--- config.mk ---
export PLATFORM = sky130hd
export DESIGN_NAME = dtw_word_assembler
export DESIGN_NICKNAME = d
export VERILOG_FILES = /design/src/rtl/dtw_pkg.sv /design/src/rtl/dtw_word_assembler_char_filter.sv /design/src/rtl/dtw_word_assembler.sv
export SDC_FILE = /design/constraint.sdc
export NUM_CORES = 1
export LEC_CHECK = 0
export CAP_MARGIN = 10
export CORE_MARGIN = 1
export CORE_UTILIZATION = 30
export DETAILED_ROUTE_END_ITERATION = 8
export GPL_TIMING_DRIVEN = 0
export RECOVER_POWER = 100
export SLEW_MARGIN = 10
export SYNTH_ARGS = -nofsm -noshare
export SYNTH_HDL_FRONTEND = slang
export SYNTH_HIERARCHICAL = 1
export SYNTH_SLANG_ARGS = --single-unit
--- constraint.sdc ---
create_clock -name i_DTW_clk -period 5.3 [get_ports i_DTW_clk]
set_input_delay 1.06 -clock i_DTW_clk [delete_from_list [all_inputs] [get_ports i_DTW_clk]]
set_output_delay 1.06 -clock i_DTW_clk [all_outputs]
set_load 0.05 [all_outputs]
--- src/rtl/dtw_pkg.sv ---
// Shared types and constants for the DTW gesture-to-word front end.
// Holds character codes, word geometry and state encodings.
package dtw_pkg;

    localparam int CHAR_W    = 8;
    localparam int MAX_CHARS = 15;
    localparam int WORD_W    = CHAR_W * MAX_CHARS;
    localparam int LEN_W     = $clog2(MAX_CHARS + 1);

    localparam logic [CHAR_W-1:0] CH_NUL = 8'h00;
    localparam logic [CHAR_W-1:0] CH_BS  = 8'h08;
    localparam logic [CHAR_W-1:0] CH_SP  = 8'h20;
    localparam logic [CHAR_W-1:0] CH_LF  = 8'h0A;

    typedef enum logic [1:0] {
        S_COLLECT = 2'd0,
        S_START   = 2'd1,
        S_WAIT    = 2'd2,
        S_OUTPUT  = 2'd3
    } asm_state_e;

    typedef enum logic [2:0] {
        CLS_GAP    = 3'd0,
        CLS_LETTER = 3'd1,
        CLS_BS     = 3'd2,
        CLS_TERM   = 3'd3,
        CLS_OTHER  = 3'd4
    } char_cls_e;

    // Matcher state codes, so debug tooling can decode both blocks.
    localparam logic [1:0] DTW_S_IDLE = 2'd0;
    localparam logic [1:0] DTW_S_LOAD = 2'd1;
    localparam logic [1:0] DTW_S_SCAN = 2'd2;
    localparam logic [1:0] DTW_S_DONE = 2'd3;

endpackage

--- src/rtl/dtw_word_assembler_char_filter.sv ---
// Classifies a raw classifier character and folds lowercase to uppercase.
module dtw_char_filter
    import dtw_pkg::*;
(
    input  logic [CHAR_W-1:0] char_i,
    output char_cls_e         cls_o,
    output logic [CHAR_W-1:0] upper_o
);

    always_comb begin
        cls_o   = CLS_OTHER;
        upper_o = char_i;
        if (char_i == CH_NUL) begin
            cls_o = CLS_GAP;
        end else if (char_i >= 8'h61 && char_i <= 8'h7A) begin
            cls_o   = CLS_LETTER;
            upper_o = char_i - 8'h20;
        end else if (char_i >= 8'h41 && char_i <= 8'h5A) begin
            cls_o = CLS_LETTER;
        end else if (char_i == CH_BS) begin
            cls_o = CLS_BS;
        end else if (char_i == CH_SP || char_i == CH_LF) begin
            cls_o = CLS_TERM;
        end
    end

endmodule

--- src/rtl/dtw_word_assembler.sv ---
// Builds a packed word from the glove character stream, runs the DTW
// matcher on it and hands the matched (or fallback) word downstream.
module dtw_word_assembler
    import dtw_pkg::*;
#(
    parameter int TIMEOUT_CYCLES = 4096
) (
    input  logic              i_DTW_clk,
    input  logic              i_DTW_rst_n,
    input  logic              i_char_valid,
    input  logic [CHAR_W-1:0] i_char,
    output logic              o_char_ready,
    output logic              o_DTW_start,
    output logic [WORD_W-1:0] o_DTW_word,
    input  logic              i_DTW_finish,
    input  logic [WORD_W-1:0] i_DTW_result,
    output logic              o_result_valid,
    output logic [WORD_W-1:0] o_result_word,
    input  logic              i_result_ready,
    output logic [LEN_W-1:0]  o_length,
    output logic              o_overflow,
    output logic              o_timeout,
    output logic [1:0]        o_state
);

    localparam int CNT_W = $clog2(TIMEOUT_CYCLES);

    asm_state_e state_q, state_d;
    logic [MAX_CHARS-1:0][CHAR_W-1:0] buf_q, buf_d;
    logic [LEN_W-1:0]  len_q, len_d;
    logic [CHAR_W-1:0] last_q, last_d;
    logic              lastv_q, lastv_d;
    logic              ovf_q, ovf_d;
    logic [CNT_W-1:0]  cnt_q, cnt_d;
    logic [WORD_W-1:0] res_q, res_d;
    logic              tmo_q, tmo_d;

    char_cls_e         cls;
    logic [CHAR_W-1:0] upper;

    dtw_char_filter u_filter (
        .char_i  (i_char),
        .cls_o   (cls),
        .upper_o (upper)
    );

    always_ff @(posedge i_DTW_clk or negedge i_DTW_rst_n) begin
        if (!i_DTW_rst_n) begin
            state_q <= S_COLLECT;
            buf_q   <= '0;
            len_q   <= '0;
            last_q  <= '0;
            lastv_q <= 1'b0;
            ovf_q   <= 1'b0;
            cnt_q   <= '0;
            res_q   <= '0;
            tmo_q   <= 1'b0;
        end else begin
            state_q <= state_d;
            buf_q   <= buf_d;
            len_q   <= len_d;
            last_q  <= last_d;
            lastv_q <= lastv_d;
            ovf_q   <= ovf_d;
            cnt_q   <= cnt_d;
            res_q   <= res_d;
            tmo_q   <= tmo_d;
        end
    end

    always_comb begin
        state_d = state_q;
        buf_d   = buf_q;
        len_d   = len_q;
        last_d  = last_q;
        lastv_d = lastv_q;
        ovf_d   = ovf_q;
        cnt_d   = cnt_q;
        res_d   = res_q;
        tmo_d   = tmo_q;
        unique case (state_q)
            S_COLLECT: begin
                // A held gesture repeats its letter; only the first counts.
                if (i_char_valid &&
                    !(cls == CLS_LETTER && lastv_q && upper == last_q)) begin
                    unique case (cls)
                        CLS_GAP: lastv_d = 1'b0;
                        CLS_LETTER: begin
                            last_d  = upper;
                            lastv_d = 1'b1;
                            if (len_q < LEN_W'(MAX_CHARS)) begin
                                buf_d[len_q] = upper;
                                len_d        = len_q + 1'b1;
                            end else begin
                                ovf_d = 1'b1;
                            end
                        end
                        CLS_BS: begin
                            lastv_d = 1'b0;
                            if (len_q != '0) begin
                                buf_d[len_q - 1'b1] = '0;
                                len_d               = len_q - 1'b1;
                            end
                        end
                        CLS_TERM: begin
                            lastv_d = 1'b0;
                            if (len_q != '0) state_d = S_START;
                        end
                        default: ;
                    endcase
                end
            end
            S_START: begin
                cnt_d   = '0;
                state_d = S_WAIT;
            end
            S_WAIT: begin
                if (i_DTW_finish) begin
                    res_d   = i_DTW_result;
                    tmo_d   = 1'b0;
                    state_d = S_OUTPUT;
                end else if (cnt_q == CNT_W'(TIMEOUT_CYCLES - 1)) begin
                    res_d   = buf_q;
                    tmo_d   = 1'b1;
                    state_d = S_OUTPUT;
                end else begin
                    cnt_d = cnt_q + 1'b1;
                end
            end
            S_OUTPUT: begin
                if (i_result_ready) begin
                    buf_d   = '0;
                    len_d   = '0;
                    ovf_d   = 1'b0;
                    lastv_d = 1'b0;
                    state_d = S_COLLECT;
                end
            end
            default: state_d = S_COLLECT;
        endcase
    end

    assign o_char_ready   = (state_q == S_COLLECT);
    assign o_DTW_start    = (state_q == S_START);
    assign o_result_valid = (state_q == S_OUTPUT);
    assign o_DTW_word     = buf_q;
    assign o_result_word  = res_q;
    assign o_length       = len_q;
    assign o_overflow     = ovf_q;
    assign o_timeout      = tmo_q;
    assign o_state        = state_q;

endmodule

==> qor.csv, run 1 <==
metric,value,unit
status,finished with violations,
violations,"max-capacitance violations, max-slew violations",
slowest_stage,nor3_1,
drc,0,
period_share,94.4,%
post_cts_buffers,0,
cts_made_buffers,31,
syn_nets,1670,
clockPowerShare,17.6,%
rr_worst_depth,10,
firstDrtPassIters,5,
dr_total_vias,14100,
yosysSeqAreaShare,46.2,%
yosys.area.top_type_share,46.2,%
post-synth-top-count-cell,dfrtp_1,
hp-class,reg2reg,
p_int,6110,uW
avgSynthCellArea,9.59,sq um
slowest_delay,810,ps
met2_usage,36.1,%
post_drt_wl_per_cell,22.9,um
ys_warn_count,6,
avgViaCountPerCell,5.49,
endpoint_kind,flop,
cts_max_level,1,
cap_violations,1,
num_rows,80,
worstPathRequired,5810,ps
core,0.0478,sq mm
power_density,630,mW/mm^2
overflow,0,
p_seq_share,27.1,%
synth_cells,1521,
synth_area,0.0146,sq mm
ant_nets,0,
synthArstFlopShare,100,%
die_w,222,um
synth_seq_cells,269,
start_util,30.5,%
netlist-cell-type-count,70,
cts_sinks,269,
ir_drop,0.000413,V
max-clock-path-buffers,3,
use_met1,30.7,%
leakagePower,0.00928,uW
place_hpwl,43.2,mm
worstPathArrival,5510,ps
p_comb_share,55.4,%
grt_max_degree,104,
path_cells,dlygate4sd3_1 > inv_1 > ha_1 > or2_2 > a211oi_1 > o22ai_1 > nor3b_4 > a221oi_2 > nand2b_1 > clkbuf_1 > clkbuf_2 > nor3_1 > a22o_1,
cts_tree,done,
busiest_layer,met2,
fin_skew,21.0,ps
switching_share,52.1,%
dp.cells,2520,
worstHoldPathCells,2,
cpLargestDelayFamily,simple AND/OR/NAND/NOR gates,
dieHeight,222,um
start_kind,input pin,
fmax,200,MHz
num_antenna_cells,0,
reg2reg_to,o_result_word[96]$_DFFE_PN0P_,
synth_area_leaders,"dfrtp_1 46%, mux2i_1 8.2%, o21ai_0 7.2%",
drt-initial-drc-count,1119,
nets,2087,
fin_crit,5000,ps
crit_buf_inv,4,
setup_viol,0,
slew_violations,80,
min-delay-start,o_result_word[95]$_DFFE_PN0P_,
place_congestion,0.953,
use_met3,5.09,%
io-pin-count,384,
clkTransAtPathRegs,60,ps
fillers,4750,
synth_edf_count,0,
power.switching,6630,uW
cp_max_fo,10,
rsz0062_at_grt,no,
worstSetupPathType,in2reg,
worst_slew_pin_slew,3900,ps
grt_pass1_vias,13800,
r2r_start,cnt_q[0]$_DFFE_PN0P_,
syn2layout_area_growth,38.7,%
synth_common_cells,"269 x dfrtp_1, 209 x o21ai_0, 183 x nand2_1",
cts_resized,0,
wl,59.0,mm
grt_pass1_wl,87.3,mm
root_buffer,clkbuf_16,
post_route_cells_drive_above_1_share,4.90,%
port-buffer-count,382,
worst_skew_pair.late_latency,590,ps
grt_usage,23.0,%
max_slew_margin,-160,%
ys.flop_type,dfrtp_1,
hold_viol,0,
yosysTopAreaCell,dfrtp_1,
antenna_found_initial,2,
cts_hold_buffers,0,
fin_hold_ws,471,ps
stdcell_count,2574,
die-area,0.0495,sq mm
whs_endpoint,o_result_word[95]$_DFFE_PN0P_,
rrSetupSlack,950,ps
==> kinds of logic after synthesis <==
group | share of synthesized area [%]
and+or+nand+nor | 15.0
xor gates and xnor gates | 0.961
adders and majority gates | 1.37
buffers and inverters | 4.74
muxes | 9.01
DFF | 46.2
AOI/OAI and AO/OA | 22.8
==> cell type report <==
| class | instances | area [sq um] | area share [%] |
|---|---|---|---|
| Clock buffer | 46 | 922 | 4.56 |
| Tap cell | 615 | 769 | 3.80 |
| Multi-Input combinational cell | 1091 | 7130 | 35.3 |
| Sequential cell | 269 | 6730 | 33.3 |
| Inverter | 31 | 116 | 0.575 |
| Clock inverter | 8 | 118 | 0.582 |
| Buffer | 130 | 551 | 2.72 |
| Timing Repair Buffer | 384 | 3880 | 19.2 |
==> flip-flops by register name (all words and copies together), names as in the netlist <==
register / cells
o_DTW_word: 120
o_result_word: 120
cnt_q: 12
last_q: 8
o_length: 4
o_state: 2
lastv_q: 1
o_overflow: 1
o_timeout: 1
==> per-layer routing <==
| layer | wire [um] | vias to the layer above |
|---|---|---|
| met4 | 2340 | 0 |
| met2 | 26600 | 656 |
| met3 | 4650 | 140 |
| li1 | - | 6500 |
| met5 | 0 | - |
| met1 | 25400 | 6842 |
==> how the worst max path moves through the flow <==
stage / startpoint / to / slack (ps) / cells after the start
after floorplan: i_char[0] / o_DTW_word[31]$_DFFE_PN0P_ / 1590 / 11
after global placement: i_DTW_rst_n / o_result_word[6]$_DFFE_PN0P_ / -9020 / 1
after detailed placement: i_char[5] / o_DTW_word[2]$_DFFE_PN0P_ / 30 / 12
after CTS: i_char[5] / o_DTW_word[82]$_DFFE_PN0P_ / 620 / 12
after global routing: i_char[5] / o_DTW_word[72]$_DFFE_PN0P_ / 230 / 13
final: i_char[5] / o_DTW_word[72]$_DFFE_PN0P_ / 300 / 13
==> power groups by stage <==
stage | Clock, uW | Combinational [uW] | Sequential (uW)
after floorplan | 0 | 2310 | 5640
after global placement | 0 | 7210 | 3490
after detailed placement | 0 | 7280 | 3500
after CTS | 2280 | 7300 | 3480
after global routing | 2360 | 7440 | 3550
final | 2240 | 7060 | 3450
==> placed cells by master (no fill, tap or decap), types with 16 or more instances in the layout <==
cell | netlist | layout
o2111ai_1 | 25 | 25
a22o_1 | 46 | 46
dfrtp_1 | 269 | 269
nor2_1 | 33 | 34
ha_1 | 16 | 16
nand3_1 | 27 | 27
nor4_1 | 56 | 56
dlygate4sd3_1 | 0 | 254
nand2_1 | 183 | 183
o22ai_1 | 16 | 16
mux2i_1 | 120 | 120
o2bb2ai_1 | 16 | 16
and3_1 | 41 | 41
a211o_1 | 59 | 59
clkbuf_1 | 82 | 106
xnor2_1 | 16 | 16
o21ai_0 | 209 | 209
clkbuf_16 | 0 | 31
inv_1 | 31 | 31
clkdlybuf4s50_1 | 0 | 127
a211oi_1 | 23 | 23
a21oi_1 | 47 | 47
==> per-stage QoR <==
step | utilization (%) | total power (uW) | setup TNS (ps) | worst slack [ps] | instance area [sq um]
after detailed placement | 40.2 | 10800 | 0 | 29.8 | 19200
after global placement | 40.1 | 10700 | -2415630 | -9020 | 19200
after global routing | 42.3 | 13300 | 0 | 226 | 20200
final | 42.3 | 12700 | 0 | 296 | 20200
after CTS | 42.4 | 13100 | 0 | 615 | 20300
after floorplan | - | 7950 | 0 | 1590 | 14600
==> tightest hold or removal path: cells and delay by family (launching register included) <==
kind	cells	cell delay, ps
flip-flops	1	330
AO/OA/AOI/OAI	1	60
AND/OR/NAND/NOR	1	50
(Power assumes the default switching activity.)
==> inputs of run 2 (changes only) <==
CTS_BUF_LIST = sky130_fd_sc_hd__clkbuf_8   (was unset)
SYNTH_HIERARCHICAL = unset   (was 1)
clock period = 4.1 ns   (was 5.3 ns; I/O delays follow)
==> run 2 against run 1 <==
The flow still finishes with violations (max-capacitance violations, max-slew violations). Die area decreased by 14%. Core utilization increased by 1.7 points. Flip-flop and latch count unchanged. Via count decreased by 22%. Cell area decreased by 11%. Area after synthesis decreased by 14%. Clock-buffer cell count increased by 22. Worst hold slack got worse by 2.8 ps. Critical path type unchanged. Largest cell class is now registers. Largest power group unchanged. Highest routed layer unchanged.
==> qor.csv, run 2 <==
metric,value,unit,change
status,finished with violations,,
violations,"max-capacitance violations, max-slew violations",,
setup_viol,0,,unchanged
ir_drop,0.000450,V,+9.2%
die-area,0.0424,sq mm,-14%
fin_skew,10.2,ps,-10.8 ps
synthArstFlopShare,100,%,unchanged
fin_hold_ws,468,ps,-2.77 ps
avgSynthCellArea,11.0,sq um,+14%
synth_area,0.0125,sq mm,-14%
slew_violations,109,,+36%
synth_seq_cells,269,,unchanged
slowest_delay,690,ps,-120 ps
worst_slew_pin_slew,1780,ps,-2120 ps
busiest_layer,met2,,
worstHoldPathCells,2,,unchanged
worstPathRequired,4560,ps,-1250 ps
period_share,95.2,%,
rsz0062_at_grt,no,,
overflow,0,,unchanged
drc,0,,unchanged
cts_tree,done,,
final_cell_mix,"269 x dfrtp_1, 252 x dlygate4sd3_1, 150 x o21ai_0, 146 x nand2_1, 128 x clkdlybuf4s50_1",,
die_w,206,um,-7.5%
use_met1,27.3,%,-3.4 points
synth_common_cells,"269 x dfrtp_1, 148 x o21ai_0, 146 x nand2_1",,
place_congestion,0.900,,-5.6%
slowest_stage,clkdlybuf4s50_1,,
synth_cells,1136,,-25%
rrSetupSlack,470,ps,-480 ps
r2r_start,cnt_q[0]$_DFFE_PN0P_,,
wl,45.5,mm,-23%
whs_endpoint,o_result_word[69]$_DFFE_PN0P_,,
ys_warn_count,0,,-6
ys.flop_type,dfrtp_1,,
fillers,3945,,-17%
yosysSeqAreaShare,54.0,%,+7.8 points
dr_total_vias,11100,,-22%
post-synth-top-count-cell,dfrtp_1,,
yosys.area.top_type_share,54.0,%,+7.8 points
syn_nets,1284,,-23%
place_area,0.0170,sq mm,-12%
min-delay-start,o_result_word[69]$_DFFE_PN0P_,,
post_route_cells_drive_above_1_share,7.15,%,+2.2 points
leakagePower,0.00847,uW,-8.8%
endpoint_kind,flop,,
max_slew_margin,-18.8,%,+140 points
grt_pass1_wl,67.9,mm,-22%
reg2reg_to,o_result_word[0]$_DFFE_PN0P_,,
firstDrtPassIters,5,,unchanged
use_met3,3.78,%,-1.3 points
cts_sinks,269,,unchanged
antenna_found_initial,1,,-1
dieHeight,206,um,-7.5%
grt_usage,21.1,%,-2.0 points
cap_violations,1,,unchanged
fmax,256,MHz,
ant_nets,0,,unchanged
hold_viol,0,,unchanged
grt_pass1_vias,11000,,-20%
post_drt_wl_per_cell,21.2,um,-7.3%
synth_area_leaders,"dfrtp_1 54%, mux2i_1 9.8%, o21ai_0 5.9%",,
synth_edf_count,0,,unchanged
port-buffer-count,381,,-0.26%
grt_max_degree,107,,+2.9%
fin_crit,3900,ps,
start_util,30.5,%,about the same
met2_usage,36.3,%,+0.19 points
post_cts_buffers,0,,unchanged
root_buffer,clkbuf_8,,
nets,1718,,-18%
max-clock-path-buffers,3,,unchanged
num_rows,74,,-7.5%
design_area,0.0180,sq mm,-11%
core,0.0409,sq mm,-14%
drt-initial-drc-count,752,,-33%
worst_skew_pair.late_latency,580,ps,about the same
rr_worst_depth,9,,-1
cts_max_level,2,,+1
cp_max_fo,10,,unchanged
power_density,856,mW/mm^2,+36%
path_cells,clkdlybuf4s50_1 > ha_1 > or4b_1 > o22a_1 > o21ai_0 > and3_1 > a41o_1 > nand2_1 > clkbuf_2 > a32o_1,,
cts_hold_buffers,0,,unchanged
netlist-cell-type-count,62,,-11%
clkTransAtPathRegs,60,ps,about the same
utilization,44.0,%,+1.7 points
hp-class,reg2reg,,
start_kind,input pin,,
place_hpwl,33.3,mm,-23%
io-pin-count,384,,unchanged
worstSetupPathType,in2reg,,
syn2layout_area_growth,44.4,%,
cts_made_buffers,50,,+61%
worstPathArrival,4360,ps,-1150 ps
final_common_cell,dfrtp_1,,
yosysTopAreaCell,dfrtp_1,,
avgViaCountPerCell,5.17,,-5.9%
==> run 2: changes by cell type after synthesis, sizes merged, moves of 25 or more <==
cell and delta:
a211o -58, a21oi -28, a32o +67, and3 -25, buf -27, nand2 -37
nor4 -53, o21ai -58
==> run 2: worst max path at each step <==
stage | end | from | depth (start not counted)
3_3_place_gp | o_result_word[82]$_DFFE_PN0P_ | i_DTW_rst_n | 1
2_1_floorplan | o_DTW_word[43]$_DFFE_PN0P_ | o_state[0]$_DFFE_PN0P_ | 7
4_1_cts | o_timeout$_DFFE_PN0P_ | cnt_q[0]$_DFFE_PN0P_ | 10
5_1_grt | o_DTW_word[16]$_DFFE_PN0P_ | i_char[2] | 9
3_5_place_dp | o_DTW_word[99]$_DFFE_PN0P_ | i_char[5] | 10
6_report | o_DTW_word[17]$_DFFE_PN0P_ | i_char[5] | 10
==> run 2: layout make-up <==
type,instances,area [sq um],share of cell area (%)
Antenna cell,1,2.50,0.0139
Buffer,92,369,2.05
Clock inverter,23,145,0.806
Timing Repair Buffer,383,3820,21.2
Tap cell,532,666,3.70
Multi-Input combinational cell,758,5270,29.3
Clock buffer,68,936,5.20
Sequential cell,269,6730,37.4
Inverter,16,60.1,0.334
==> run 2: cell families after synthesis <==
kind of cell	count (synthesis)	share of synthesized area (%)
adders and majority gates	15	1.51
DFF	269	54.0
buffers and inverters	109	3.48
muxes	132	10.7
xor gates and xnor gates	13	0.913
AOI/OAI and AO/OA	344	20.3
and+or+nand+nor	254	9.10
==> run 2: repair_timing <==
item,in CTS,in global routing
gates resized for setup,1,0
gates cloned,0,0
setup endpoints to repair,79,47
==> run 2: where the power goes <==
group	internal [uW]	total [uW]	switching, uW
logic	2400	8260	5860
clock network	1590	2760	1170
registers	3630	4400	768
==> run 2: through the flow <==
stage,setup slack (ps),setup TNS (ps),power [uW],cells
3_5_place_dp,-423,-51160,13200,2051
2_1_floorplan,953,0,9850,1136
3_3_place_gp,-9760,-2663840,13100,2049
6_report,197,0,15400,2142
4_1_cts,124,0,16000,2142
5_1_grt,44.7,0,16300,2142
==> run 2: metal layers <==
metal  part of all wire, %  wire length [um]  vias up
li1                      -                 -     5064
met1                    42             19100     5575
met2                    50             22900      370
met3                   5.7              2610       61
met4                   1.8               797        0
met5                     0                 0        -
==> run 2: worst max-delay path, delay by kind of cell <==
kind            cells  cell delay (ps)
simple gates        3             1140
buf+inv             2             1030
fa+ha+maj           1              230
compound gates      4             1140
